## src/rtl/uart_word_loader.sv

```systemverilog
// Loads a little-endian word count N plus N 32-bit words from UART into memory at BASE_ADDR+4*i, then replies ACK/NAK.
// Each byte costs one request/response handshake; a write issues 1 cycle after its 4th byte; no memory backpressure.
module uart_word_loader #(
  parameter int unsigned            ADDR_WIDTH     = 32,
  parameter logic [ADDR_WIDTH-1:0]  BASE_ADDR      = '0,
  parameter int unsigned            MAX_WORDS      = 1024,
  parameter int unsigned            TIMEOUT_CYCLES = 100000000
) (
  input  logic                  clk,
  input  logic                  reset,
  input  logic                  start,
  output logic                  busy,
  output logic                  done,
  output logic                  error,
  output logic [15:0]           words_loaded,
  output logic                  uart_rx_enable,
  input  logic                  uart_rx_response,
  input  logic [31:0]           uart_data_recv,
  output logic                  uart_tx_enable,
  input  logic                  uart_tx_response,
  output logic [31:0]           uart_data_send,
  output logic                  mem_write,
  output logic [ADDR_WIDTH-1:0] mem_addr,
  output logic [31:0]           mem_wdata
);

  localparam int unsigned TW = $clog2(TIMEOUT_CYCLES + 1);

  typedef enum logic [3:0] {
    S_IDLE, S_HDR, S_CHECK, S_DATA, S_WRITE, S_ACK, S_NAK, S_FIN_OK, S_FIN_ERR
  } state_t;

  state_t          state_q, state_d;
  logic [31:0]     shift_q, shift_d;
  logic [31:0]     n_q, n_d;
  logic [1:0]      byte_cnt_q, byte_cnt_d;
  logic [15:0]     wl_q, wl_d;
  logic [TW-1:0]   tmo_q, tmo_d;
  logic            rx_en_q, rx_en_d;
  logic            tx_en_q, tx_en_d;
  logic            rx_accept;
  logic            timed_out;

  always_comb begin
    state_d    = state_q;
    shift_d    = shift_q;
    n_d        = n_q;
    byte_cnt_d = byte_cnt_q;
    wl_d       = wl_q;
    rx_en_d    = 1'b0;
    tx_en_d    = 1'b0;

    rx_accept = ((state_q == S_HDR) || (state_q == S_DATA)) && rx_en_q && uart_rx_response;
    // An empty header may wait forever; only a started header or a data word can time out.
    timed_out = !rx_accept
                && (((state_q == S_HDR) && (byte_cnt_q != 2'd0)) || (state_q == S_DATA))
                && (tmo_q >= TW'(TIMEOUT_CYCLES - 1));

    if (rx_accept || (state_q == S_IDLE)) begin
      tmo_d = '0;
    end else if (tmo_q != '1) begin
      tmo_d = tmo_q + 1'b1;
    end else begin
      tmo_d = tmo_q;
    end

    case (state_q)
      S_IDLE: begin
        if (start) begin
          state_d    = S_HDR;
          wl_d       = 16'd0;
          byte_cnt_d = 2'd0;
          shift_d    = 32'd0;
        end
      end
      S_HDR, S_DATA: begin
        // Dropping the request for the cycle after a response gives the mandatory idle gap.
        rx_en_d = !rx_accept;
        if (timed_out) begin
          rx_en_d = 1'b0;
          state_d = S_NAK;
        end else if (rx_accept) begin
          shift_d    = {uart_data_recv[7:0], shift_q[31:8]};
          byte_cnt_d = byte_cnt_q + 2'd1;
          if (byte_cnt_q == 2'd3) begin
            state_d = (state_q == S_HDR) ? S_CHECK : S_WRITE;
          end
        end
      end
      S_CHECK: begin
        n_d = shift_q;
        if ((shift_q == 32'd0) || (shift_q > 32'(MAX_WORDS))) begin
          state_d = S_NAK;
        end else begin
          state_d = S_DATA;
        end
      end
      S_WRITE: begin
        wl_d    = wl_q + 16'd1;
        state_d = (({16'd0, wl_q} + 32'd1) == n_q) ? S_ACK : S_DATA;
      end
      S_ACK, S_NAK: begin
        tx_en_d = !(tx_en_q && uart_tx_response);
        if (tx_en_q && uart_tx_response) begin
          state_d = (state_q == S_ACK) ? S_FIN_OK : S_FIN_ERR;
        end
      end
      S_FIN_OK, S_FIN_ERR: state_d = S_IDLE;
      default:             state_d = S_IDLE;
    endcase
  end

  always_ff @(posedge clk or negedge reset) begin
    if (!reset) begin
      state_q    <= S_IDLE;
      shift_q    <= 32'd0;
      n_q        <= 32'd0;
      byte_cnt_q <= 2'd0;
      wl_q       <= 16'd0;
      tmo_q      <= '0;
      rx_en_q    <= 1'b0;
      tx_en_q    <= 1'b0;
    end else begin
      state_q    <= state_d;
      shift_q    <= shift_d;
      n_q        <= n_d;
      byte_cnt_q <= byte_cnt_d;
      wl_q       <= wl_d;
      tmo_q      <= tmo_d;
      rx_en_q    <= rx_en_d;
      tx_en_q    <= tx_en_d;
    end
  end

  assign busy           = (state_q != S_IDLE);
  assign done           = (state_q == S_FIN_OK);
  assign error          = (state_q == S_FIN_ERR);
  assign words_loaded   = wl_q;
  assign uart_rx_enable = rx_en_q;
  assign uart_tx_enable = tx_en_q;
  // Reply byte is a function of state alone, so it cannot change while tx is requested.
  assign uart_data_send = {24'd0, (state_q == S_ACK) ? 8'h06 : ((state_q == S_NAK) ? 8'h15 : 8'h00)};
  assign mem_write      = (state_q == S_WRITE);
  assign mem_addr       = mem_write ? (BASE_ADDR + (ADDR_WIDTH'(wl_q) << 2)) : '0;
  assign mem_wdata      = mem_write ? shift_q : 32'd0;

endmodule
```

## config.mk

```make
export PLATFORM = sky130hd
export DESIGN_NAME = uart_word_loader
export DESIGN_NICKNAME = d
export VERILOG_FILES = /design/src/rtl/uart_word_loader.sv
export SDC_FILE = /design/constraint.sdc
export NUM_CORES = 1
export LEC_CHECK = 0
export CAP_MARGIN = 20
export CORE_MARGIN = 2
export CORE_UTILIZATION = 51
export CTS_CLUSTER_SIZE = 12
export DETAILED_ROUTE_END_ITERATION = 16
export PLACE_DENSITY = 0.84
export SYNTH_ARGS = -nofsm -noshare
export SYNTH_HDL_FRONTEND = slang
export SYNTH_SLANG_ARGS = --single-unit
```

## constraint.sdc

```tcl
create_clock -name clk -period 2.8 [get_ports clk]
set_input_delay 0.56 -clock clk [delete_from_list [all_inputs] [get_ports clk]]
set_output_delay 0.56 -clock clk [all_outputs]
set_load 0.02 [all_outputs]
```

==> flow_summary_export.csv, run 1 <==
group,metric,value,unit
global_routing,met2_usage,0.399,
worst_setup_path,cp_top_family,"buffers and inverters",
worst_setup_path,slowest_stage,"clkdlybuf4s50_1",
drt,first_pass_iters,7,
floorplan,dieArea,13900,µm²
global_routing,grt_max_degree,42,
timing,min_period_over_period,0.968,
final_layout,area_growth,23.8,%
clock_network,cts_tree,"done",
synthesis,ys_ff_latch,115,
clock_network,htreeDepth,4,
final_layout,final_layout_size_suffix_gt1_frac,0.132,
worst_setup_path,worst-path-buf-inv,4,
synthesis,synth-edff-count,0,
power_and_ir_drop,p_int,4.07,mW
placed_design,place_congestion,0.906,
drt,via_count,5628,
status,status,"completed",
drt,ant_nets,0,
power_and_ir_drop,p_comb_frac,0.355,
worst_setup_path,cp-end-kind,"output pin",
synthesis,syn_inst,727,
clock_network,cts_setup_buffers,0,
floorplan,die_w,118,µm
timing,rsz0062_at_grt,"no",
timing,skew,0.00872,ns
power_and_ir_drop,switching_share,0.381,
final_layout,fill_cells,996,
synthesis,synthesis.area,6610,µm²
timing,slew_headroom,0.471,
synthesis,synthFlopType,"dfrtp_1",
drt,routed_via_density,5.61,
synthesis,ys_types,64,
synthesis,ys_warn_count,0,
final_layout,nNetsFinal,860,
global_routing,met1_usage,0.318,
timing,hold_viol,0,
power_and_ir_drop,clkPwrFrac,0.295,
timing,worst_pin_slew,0.791,ns
floorplan,die_h,118,µm
synthesis,yosysSeqAreaShare,0.435,
floorplan,initial_core_util,0.524,
global_routing,met3_usage,0.0615,
min_path,worstHoldPathType,"in -> async",
power_and_ir_drop,p_switching,2.50,mW
global_routing,grt.overflow.total,0,
flow_run,maxCapViolations,0,
global_routing,grt_pass1_vias,5247,
floorplan,num_rows,41,
clock_network,clockBufferDepth,2,
worst_setup_path,rrSetupSlack,0.25,ns
worst_setup_path,r2r_cells,9,
final_layout,regArea,2880,µm²
placed_design,io_buffer_count,86,
drt,wl_per_cell,16.7,µm
power_and_ir_drop,p_leak,3.93,nW
worst_setup_path,timing.rr.end,"state_q[1]",
final_layout,final_cell_mix,"dfrtp_1 (115), nand2_1 (100), o21ai_0 (63)",
worst_setup_path,cp_cell_sequence,"inv_1, nor2_1, nand2_1, inv_2, buf_12, and2_1, clkdlybuf4s50_1",
clock_network,cts-hold-fix-buffers,0,
synthesis,avgSynthCellArea,9.10,µm²
timing,final-max-slew-violation-count,0,
power_and_ir_drop,power_frac_seq,0.349,
clock_network,cts_num_sinks,115,
global_routing,grt_pass1_wl,27200,µm
final_layout,multi_input_area,3370,µm²
placed_design,place_inst,971,
synthesis,async_reset_ff_frac,1.00,
floorplan,core-area,12600,µm²
floorplan,pin_count,155,
worst_setup_path,crit_fanout,29,
final_layout,fin_cells,1003,
global_routing,grtUsageTotal,0.246,
final_layout,antenna_cells,0,
worst_setup_path,crit_type,"reg -> out",
power_and_ir_drop,vdd_ir_drop_max,0.428,mV
timing,period_minus_slack,2.71,ns
global_routing,antenna_found_initial,0,
drt,drc,0,
worst_setup_path,slowest_delay,0.60,ns
timing,setup_viol,0,
global_routing,top_usage_layer,"met2",
timing,fmaxAchievable,369,MHz
worst_setup_path,cp.arrival,2.15,ns
drt,first_iter_violations,609,
placed_design,dp_hpwl,10900,µm
worst_setup_path,critPathRequiredTime,2.24,ns
clock_network,insertion_delay,0.42,ns
clock_network,clk_pin_slew,0.06,ns
clock_network,cts-root-buf,"clkbuf_16",
power_and_ir_drop,power_density,802,nW/µm²
clock_network,cts_buffers,17,
drt,wl,16800,µm
worst_setup_path,r2r_start,"words_loaded[1]",
timing,tns,0,ns
worst_setup_path,worst_setup_path_start_kind,"register",
final_layout,mostFrequentLayoutCell,"dfrtp_1",
## synthesized netlist by cell type (12+ instances only)
| cell type | number | area, µm² |
|---|---|---|
| mux2_2 | 32 | 360 |
| and2_1 | 49 | 307 |
| clkbuf_1 | 27 | 101 |
| and3_1 | 15 | 93.8 |
| nand2_1 | 100 | 375 |
| nor2_1 | 56 | 210 |
| o21ai_0 | 64 | 320 |
| nor3_1 | 15 | 75.1 |
| nand4_1 | 12 | 75.1 |
| xor2_1 | 16 | 140 |
| xnor2_1 | 24 | 210 |
| nor4_1 | 14 | 87.6 |
| dfrtp_1 | 115 | 2880 |
| nand3_1 | 17 | 85.1 |
| buf_4 | 49 | 368 |
## power groups by stage
stage | combinational, mW | sequential [mW] | clock [mW]
floorplan | 1.56 | 2.23 | 0
global placement | 2.18 | 2.29 | 0
detailed placement | 2.23 | 2.30 | 0
CTS | 2.29 | 2.28 | 1.95
global route | 2.54 | 2.33 | 2.04
finish | 2.33 | 2.29 | 1.94
## repair_timing
action	CTS	global route
cloned	1	0
gates resized for setup	22	14
endpoints found under the setup margin	49	28
## routing by layer
| metal | up-vias | part of all wire | routed length, µm |
|---|---|---|---|
| li1 | 2622 | - | - |
| met1 | 2672 | 0.41 | 6940 |
| met2 | 280 | 0.48 | 8110 |
| met3 | 54 | 0.077 | 1290 |
| met4 | 0 | 0.026 | 435 |
| met5 | - | 0 | 0 |
## worst max path at each step
stage               startpoint       endpoint  cells after the start  slack (ns)
4_1_cts             state_q[0]    mem_addr[9]                      6        0.02
3_3_place_gp   words_loaded[0]     state_q[1]                      8        0.34
6_report            state_q[2]  mem_wdata[31]                      7        0.09
5_1_grt             state_q[2]  mem_wdata[20]                      7      0.0001
3_5_place_dp        state_q[0]   mem_wdata[0]                      6        0.32
2_1_floorplan  words_loaded[0]     state_q[1]                      9        0.07
## cell type report
cell class / count / area share
multi-input cells: 558 / 0.411
flip-flops and latches: 115 / 0.352
repair buffers: 116 / 0.141
clock buffers: 22 / 0.0579
well taps: 172 / 0.0263
clock inverters: 9 / 0.00703
inverters: 11 / 0.00504
## registers in the layout, indices dropped and copies added (netlist names)
signal and cells:
uart_tx_enable 1, byte_cnt_q 2, n_q 32, tmo_q 27
shift_q 32, words_loaded 16, state_q 4, uart_rx_enable 1
## per-stage QoR
step	total power [mW]	worst slack, ns	hold WS (ns)	cell area, µm²	utilization
after floorplan	3.79	0.0692	0.264	6780	-
final	6.57	0.0890	0.104	8190	0.649
after CTS	6.52	0.0212	0.124	8150	0.646
after detailed placement	4.53	0.323	0.498	7610	0.603
after global routing	6.91	0.000100	0.155	8190	0.649
after global placement	4.46	0.336	0.491	7610	0.603
## worst reg2reg max path: cells and delay by family (launching register included)
kind	cells	cell delay [ns]
multiplexers	1	0.21
AND/OR/NAND/NOR	3	0.61
adder cells (fa/ha/maj)	1	0.27
AO/OA/AOI/OAI	3	0.80
buffers and inverters	1	0.19
flip-flops	1	0.35
## kinds of logic (layout without fill, tap and decap cells)
logic type / after synthesis / after routing / share of synthesized area
flip-flops: 115 / 115 / 0.435
adder cells (fa/ha/maj): 4 / 4 / 0.00757
multiplexers: 33 / 33 / 0.0560
AO/OA/AOI/OAI: 120 / 120 / 0.115
XOR/XNOR: 40 / 40 / 0.0530
buffers and inverters: 97 / 158 / 0.0855
AND/OR/NAND/NOR: 317 / 317 / 0.247
other: 1 / 44 / 0.000567
No activity file was read; power rests on OpenSTA's default activity.
==> run 2, diff against run 1 <==
Settings changed: CAP_MARGIN 20 to 10, CORE_MARGIN 2 to 1.
==> flow_summary_export.csv, run 2 (synthesized netlist as in run 1, its figures left out) <==
group,metric,value,unit
status,status,"completed",
clock_network,insertion_delay,0.41,ns
floorplan,dieArea,13400,µm²
timing,tns,0,ns
placed_design,postPlaceCellArea,7570,µm²
floorplan,initial_core_util,0.524,
floorplan,die_h,116,µm
drt,wl,16100,µm
flow_run,maxCapViolations,0,
worst_setup_path,crit_fanout,34,
power_and_ir_drop,vdd_ir_drop_max,0.429,mV
worst_setup_path,critPathRequiredTime,2.24,ns
clock_network,cts_tree,"done",
power_and_ir_drop,finalPower,6.77,mW
final_layout,area_growth,25.3,%
timing,worst_pin_slew,0.670,ns
clock_network,cts-root-buf,"clkbuf_16",
final_layout,finalInstanceArea,8290,µm²
global_routing,grt_max_degree,68,
power_and_ir_drop,p_switching,2.46,mW
global_routing,grt_pass1_wl,26600,µm
final_layout,antenna_cells,0,
global_routing,antenna_found_initial,1,
power_and_ir_drop,clkPwrFrac,0.327,
timing,hold_viol,0,
clock_network,clk_pin_slew,0.05,ns
global_routing,grt.overflow.total,0,
drt,wl_met3,1000,µm
drt,routed_via_density,5.57,
timing,slew_headroom,0.547,
worst_setup_path,slowest_stage,"clkdlybuf4s50_1",
floorplan,die_w,116,µm
worst_setup_path,cp_top_family,"buffers and inverters",
clock_network,cts_setup_buffers,0,
final_layout,multi_input_area,3370,µm²
power_and_ir_drop,power_density,816,nW/µm²
power_and_ir_drop,power_frac_seq,0.342,
placed_design,place_congestion,0.903,
power_and_ir_drop,switching_share,0.363,
timing,period_minus_slack,2.78,ns
drt,first_iter_violations,508,
timing,setup_viol,0,
clock_network,cts-hold-fix-buffers,0,
timing,rsz0062_at_grt,"yes",
final_layout,regArea,2880,µm²
worst_setup_path,cp.arrival,2.22,ns
worst_setup_path,cp-end-kind,"output pin",
power_and_ir_drop,p_leak,4.37,nW
worst_setup_path,crit_type,"reg -> out",
placed_design,place_inst,966,
final_layout,fill_cells,988,
min_path,worstHoldPathType,"in -> async",
drt,top_layer_used,"met4",
final_layout,final_cell_mix,"dfrtp_1 (114), nand2_1 (100), o21ai_0 (63)",
final_layout,largestRegisters,"n_q x32, shift_q x32, tmo_q x27",
placed_design,dp_hpwl,10700,µm
clock_network,cts_buffers,17,
final_layout,nNetsFinal,854,
worst_setup_path,cp_cell_sequence,"nor2_2, nand2_1, inv_1, buf_8, and2_1, clkdlybuf4s50_1",
drt,via_count,5551,
worst_setup_path,worst_setup_path_start_kind,"register",
final_layout,fin_cells,996,
floorplan,num_rows,41,
worst_setup_path,worst-path-buf-inv,3,
timing,min_period_over_period,0.993,
placed_design,io_buffer_count,86,
drt,ant_nets,0,
final_layout,utilization,0.657,
clock_network,htreeDepth,4,
timing,skew,0.00572,ns
final_layout,final_layout_size_suffix_gt1_frac,0.129,
global_routing,grtUsageTotal,0.256,
drt,met1_length,7010,µm
clock_network,clockBufferDepth,2,
floorplan,core-area,12600,µm²
final_layout,mostFrequentLayoutCell,"dfrtp_1",
timing,final-max-slew-violation-count,0,
worst_setup_path,slowest_delay,0.60,ns
drt,dr_wl_met2,7810,µm
drt,first_pass_iters,5,
drt,drc,0,
global_routing,grt_pass1_vias,5389,
clock_network,cts_num_sinks,115,
drt,wl_per_cell,16.2,µm
floorplan,pin_count,155,
power_and_ir_drop,p_comb_frac,0.331,
timing,fmaxAchievable,360,MHz
power_and_ir_drop,p_int,4.31,mW
run 2: stage by stage:
step / worst slack (ns) / hold slack [ns]
finish: 0.0196 / 0.153
CTS: 0.000554 / 0.156
detailed placement: 0.196 / 0.498
global route: -0.0827 / 0.186
global placement: 0.242 / 0.492
floorplan: 0.0692 / 0.264
run 2: metal layers:
metal | vias up | global-route usage
met1 | 2685 | 0.331
met2 | 228 | 0.413
met5 | - | 0
met3 | 33 | 0.0622
li1 | 2605 | -
met4 | 0 | 0.106
run 2: repair_timing:
action | in CTS | in global routing
endpoints found under the setup margin | 48 | 45
cloned | 0 | 0
resized for setup | 7 | 44
run 2: worst reg2reg max path, cell delays in order, from the launching register on:
cell and delay [ns]:
dfrtp_1 0.45, ha_1 0.29, nand4_1 0.23, a311oi_2 0.27, o32a_1 0.20, o2111ai_1 0.17, a2111oi_4 0.45, a21oi_1 0.11
a211o_1 0.28
run 2: layout make-up:
class                           count  area share
Clock buffer                       21      0.0568
Clock inverter                      9      0.0155
Inverter                           11     0.00498
Multi-Input combinational cell    558       0.407
Sequential cell                   115       0.347
Tap cell                          172      0.0260
Timing Repair Buffer              110       0.143
run 2: power groups by stage:
stage               registers (mW)  logic, mW  clock network [mW]
floorplan                     2.23       1.56                   0
global placement              2.31       2.14                   0
detailed placement            2.33       2.18                   0
CTS                           2.31       2.23                2.24
global route                  2.37       2.46                2.31
finish                        2.31       2.24                2.21
run 2: worst paths after layout:
kind | start | end | slack, ns | cells after the start
min in group clk | n_q[27] | n_q[27] | 0.51 | 1
worst max-delay path | state_q[0] | mem_wdata[29] | 0.02 | 6
worst max register to register | words_loaded[1] | state_q[1] | 0.23 | 8
max in group asynchronous | reset | tmo_q[23] | 2.03 | 2
worst min register to register | n_q[27] | n_q[27] | 0.51 | 1
worst min-delay path | reset | words_loaded[13] | 0.15 | 1
==> run 3, diff against run 2 <==
Settings changed: REMOVE_ABC_BUFFERS set to 1.
==> flow_summary_export.csv, run 3 (synthesized netlist as in run 1, its figures left out) <==
group,metric,value,unit
placed_design,io_buffer_count,86,
power_and_ir_drop,power_density,798,nW/µm²
drt,routed_via_density,5.50,
power_and_ir_drop,p_leak,4.42,nW
global_routing,grt_pass1_vias,5186,
clock_network,clockBufferDepth,2,
clock_network,insertion_delay,0.42,ns
clock_network,cts-root-buf,"clkbuf_16",
power_and_ir_drop,switching_share,0.372,
power_and_ir_drop,power_frac_seq,0.347,
floorplan,dieArea,13400,µm²
status,status,"completed",
timing,hold_viol,0,
timing,worst_pin_slew,0.699,ns
worst_setup_path,crit_fanout,22,
power_and_ir_drop,vdd_ir_drop_max,0.456,mV
placed_design,dp_slack,0.257,ns
drt,via_count,5509,
timing,worst_slack,0.106,ns
drt,wl_per_cell,15.8,µm
floorplan,initial_core_util,0.524,
final_layout,area_growth,24.8,%
worst_setup_path,crit_type,"reg -> out",
worst_setup_path,cp.arrival,2.13,ns
final_layout,largestRegisters,"n_q x32, shift_q x32, tmo_q x27",
worst_setup_path,endpoint,"mem_wdata[10]",
worst_setup_path,cp-end-kind,"output pin",
worst_setup_path,critPathRequiredTime,2.24,ns
timing,fmaxAchievable,371,MHz
global_routing,grt_max_degree,68,
floorplan,core-area,12600,µm²
worst_setup_path,timing.rr.end,"state_q[1]",
drt,ant_nets,0,
power_and_ir_drop,clkPwrFrac,0.316,
global_routing,grt_pass1_wl,25800,µm
worst_setup_path,critPathLaunch,"state_q[2]",
clock_network,cts_tree,"done",
floorplan,num_rows,41,
clock_network,cts_setup_buffers,0,
worst_setup_path,r2r_cells,9,
drt,first_iter_violations,636,
placed_design,place_inst,969,
flow_run,maxCapViolations,0,
drt,drc,0,
clock_network,clk_pin_slew,0.06,ns
timing,slew_headroom,0.527,
worst_setup_path,rrSetupSlack,0.23,ns
drt,wl,15800,µm
floorplan,die_w,116,µm
final_layout,antenna_cells,0,
final_layout,final_cell_mix,"dfrtp_1 (115), nand2_1 (100), o21ai_0 (63)",
worst_setup_path,r2r_start,"words_loaded[1]",
timing,timing.hold.ws,0.145,ns
timing,skew,0.00613,ns
global_routing,antenna_found_initial,0,
final_layout,fin_cells,1001,
final_layout,fill_cells,956,
final_layout,nNetsFinal,857,
timing,min_period_over_period,0.962,
drt,first_pass_iters,6,
final_layout,mostFrequentLayoutCell,"dfrtp_1",
min_path,worstHoldPathType,"in -> async",
power_and_ir_drop,p_comb_frac,0.337,
floorplan,pin_count,155,
global_routing,grtUsageTotal,0.249,
timing,rsz0062_at_grt,"no",
clock_network,htreeDepth,4,
timing,setup_viol,0,
worst_setup_path,worst_setup_path_start_kind,"register",
placed_design,dp_hpwl,10400,µm
timing,final-max-slew-violation-count,0,
final_layout,final_layout_size_suffix_gt1_frac,0.129,
clock_network,cts_num_sinks,115,
global_routing,grt.overflow.total,0,
power_and_ir_drop,p_switching,2.45,mW
power_and_ir_drop,p_int,4.14,mW
placed_design,place_congestion,0.911,
clock_network,cts_buffers,17,
timing,period_minus_slack,2.69,ns
floorplan,die_h,116,µm
[run 3: changes by cell type in the layout (fill, tap and decap cells not counted), sizes merged]
cell / delta
buf: +3
bufinv: -2
clkdlybuf4s50: -2
clkinv: +2
clkinvlp: +1
dlygate4sd2: -2
dlymetal6s2s: +4
inv: +1
[run 3: final cells by class]
cell class              instances  area, µm²  area share
well taps                     172        215      0.0261
clock inverters                11        103      0.0124
flip-flops and latches        115       2880       0.349
inverters                      11       41.3     0.00500
repair buffers                113       1190       0.144
multi-input cells             558       3360       0.407
clock buffers                  21        470      0.0570
[run 3: worst min-delay path by stage]
stage | start | to | slack, ns | cells past startpoint
6_report | reset | uart_tx_enable | 0.15 | 1
4_1_cts | reset | uart_tx_enable | 0.16 | 1
2_1_floorplan | reset | byte_cnt_q[0] | 0.26 | 0
3_3_place_gp | n_q[18] | n_q[18] | 0.49 | 1
3_5_place_dp | n_q[18] | n_q[18] | 0.50 | 1
5_1_grt | reset | uart_tx_enable | 0.18 | 1
[run 3: worst max-delay path: stages (launching register included)]
cell and delay [ns]:
dfrtp_1 0.35, inv_1 0.08, nor2_1 0.14, nand2_1 0.12, buf_4 0.23, nor2_1 0.17, clkdlybuf4s50_1 0.63
[run 3: power by group through the flow]
stage	clock network [mW]	logic, mW	registers (mW)
detailed placement	0	2.19	2.30
finish	2.08	2.22	2.29
floorplan	0	1.38	2.26
CTS	2.09	2.22	2.28
global route	2.17	2.46	2.33
global placement	0	2.14	2.28
[run 3: metrics by stage]
| step | power (mW) | setup TNS (ns) | instance area [µm²] | util |
|---|---|---|---|---|
| 2_1_floorplan | 3.65 | -106.96 | 6250 | - |
| 3_3_place_gp | 4.42 | 0 | 7550 | 0.599 |
| 3_5_place_dp | 4.49 | 0 | 7550 | 0.599 |
| 4_1_cts | 6.59 | 0 | 8130 | 0.644 |
| 5_1_grt | 6.96 | 0 | 8250 | 0.654 |
| 6_report | 6.59 | 0 | 8250 | 0.654 |
[run 3: timing repair]
action	in CTS	in global routing
hold buffers	0	0
gates resized for setup	4	47
setup endpoints to repair	25	45
endpoints found under the hold margin	0	0
[run 3: routing by layer]
metal | vias to the layer above | share of wire | global-route usage
met3 | 40 | 0.063 | 0.0528
li1 | 2610 | - | -
met2 | 248 | 0.48 | 0.396
met5 | - | 0 | 0
met4 | 0 | 0.023 | 0.108
met1 | 2611 | 0.44 | 0.328
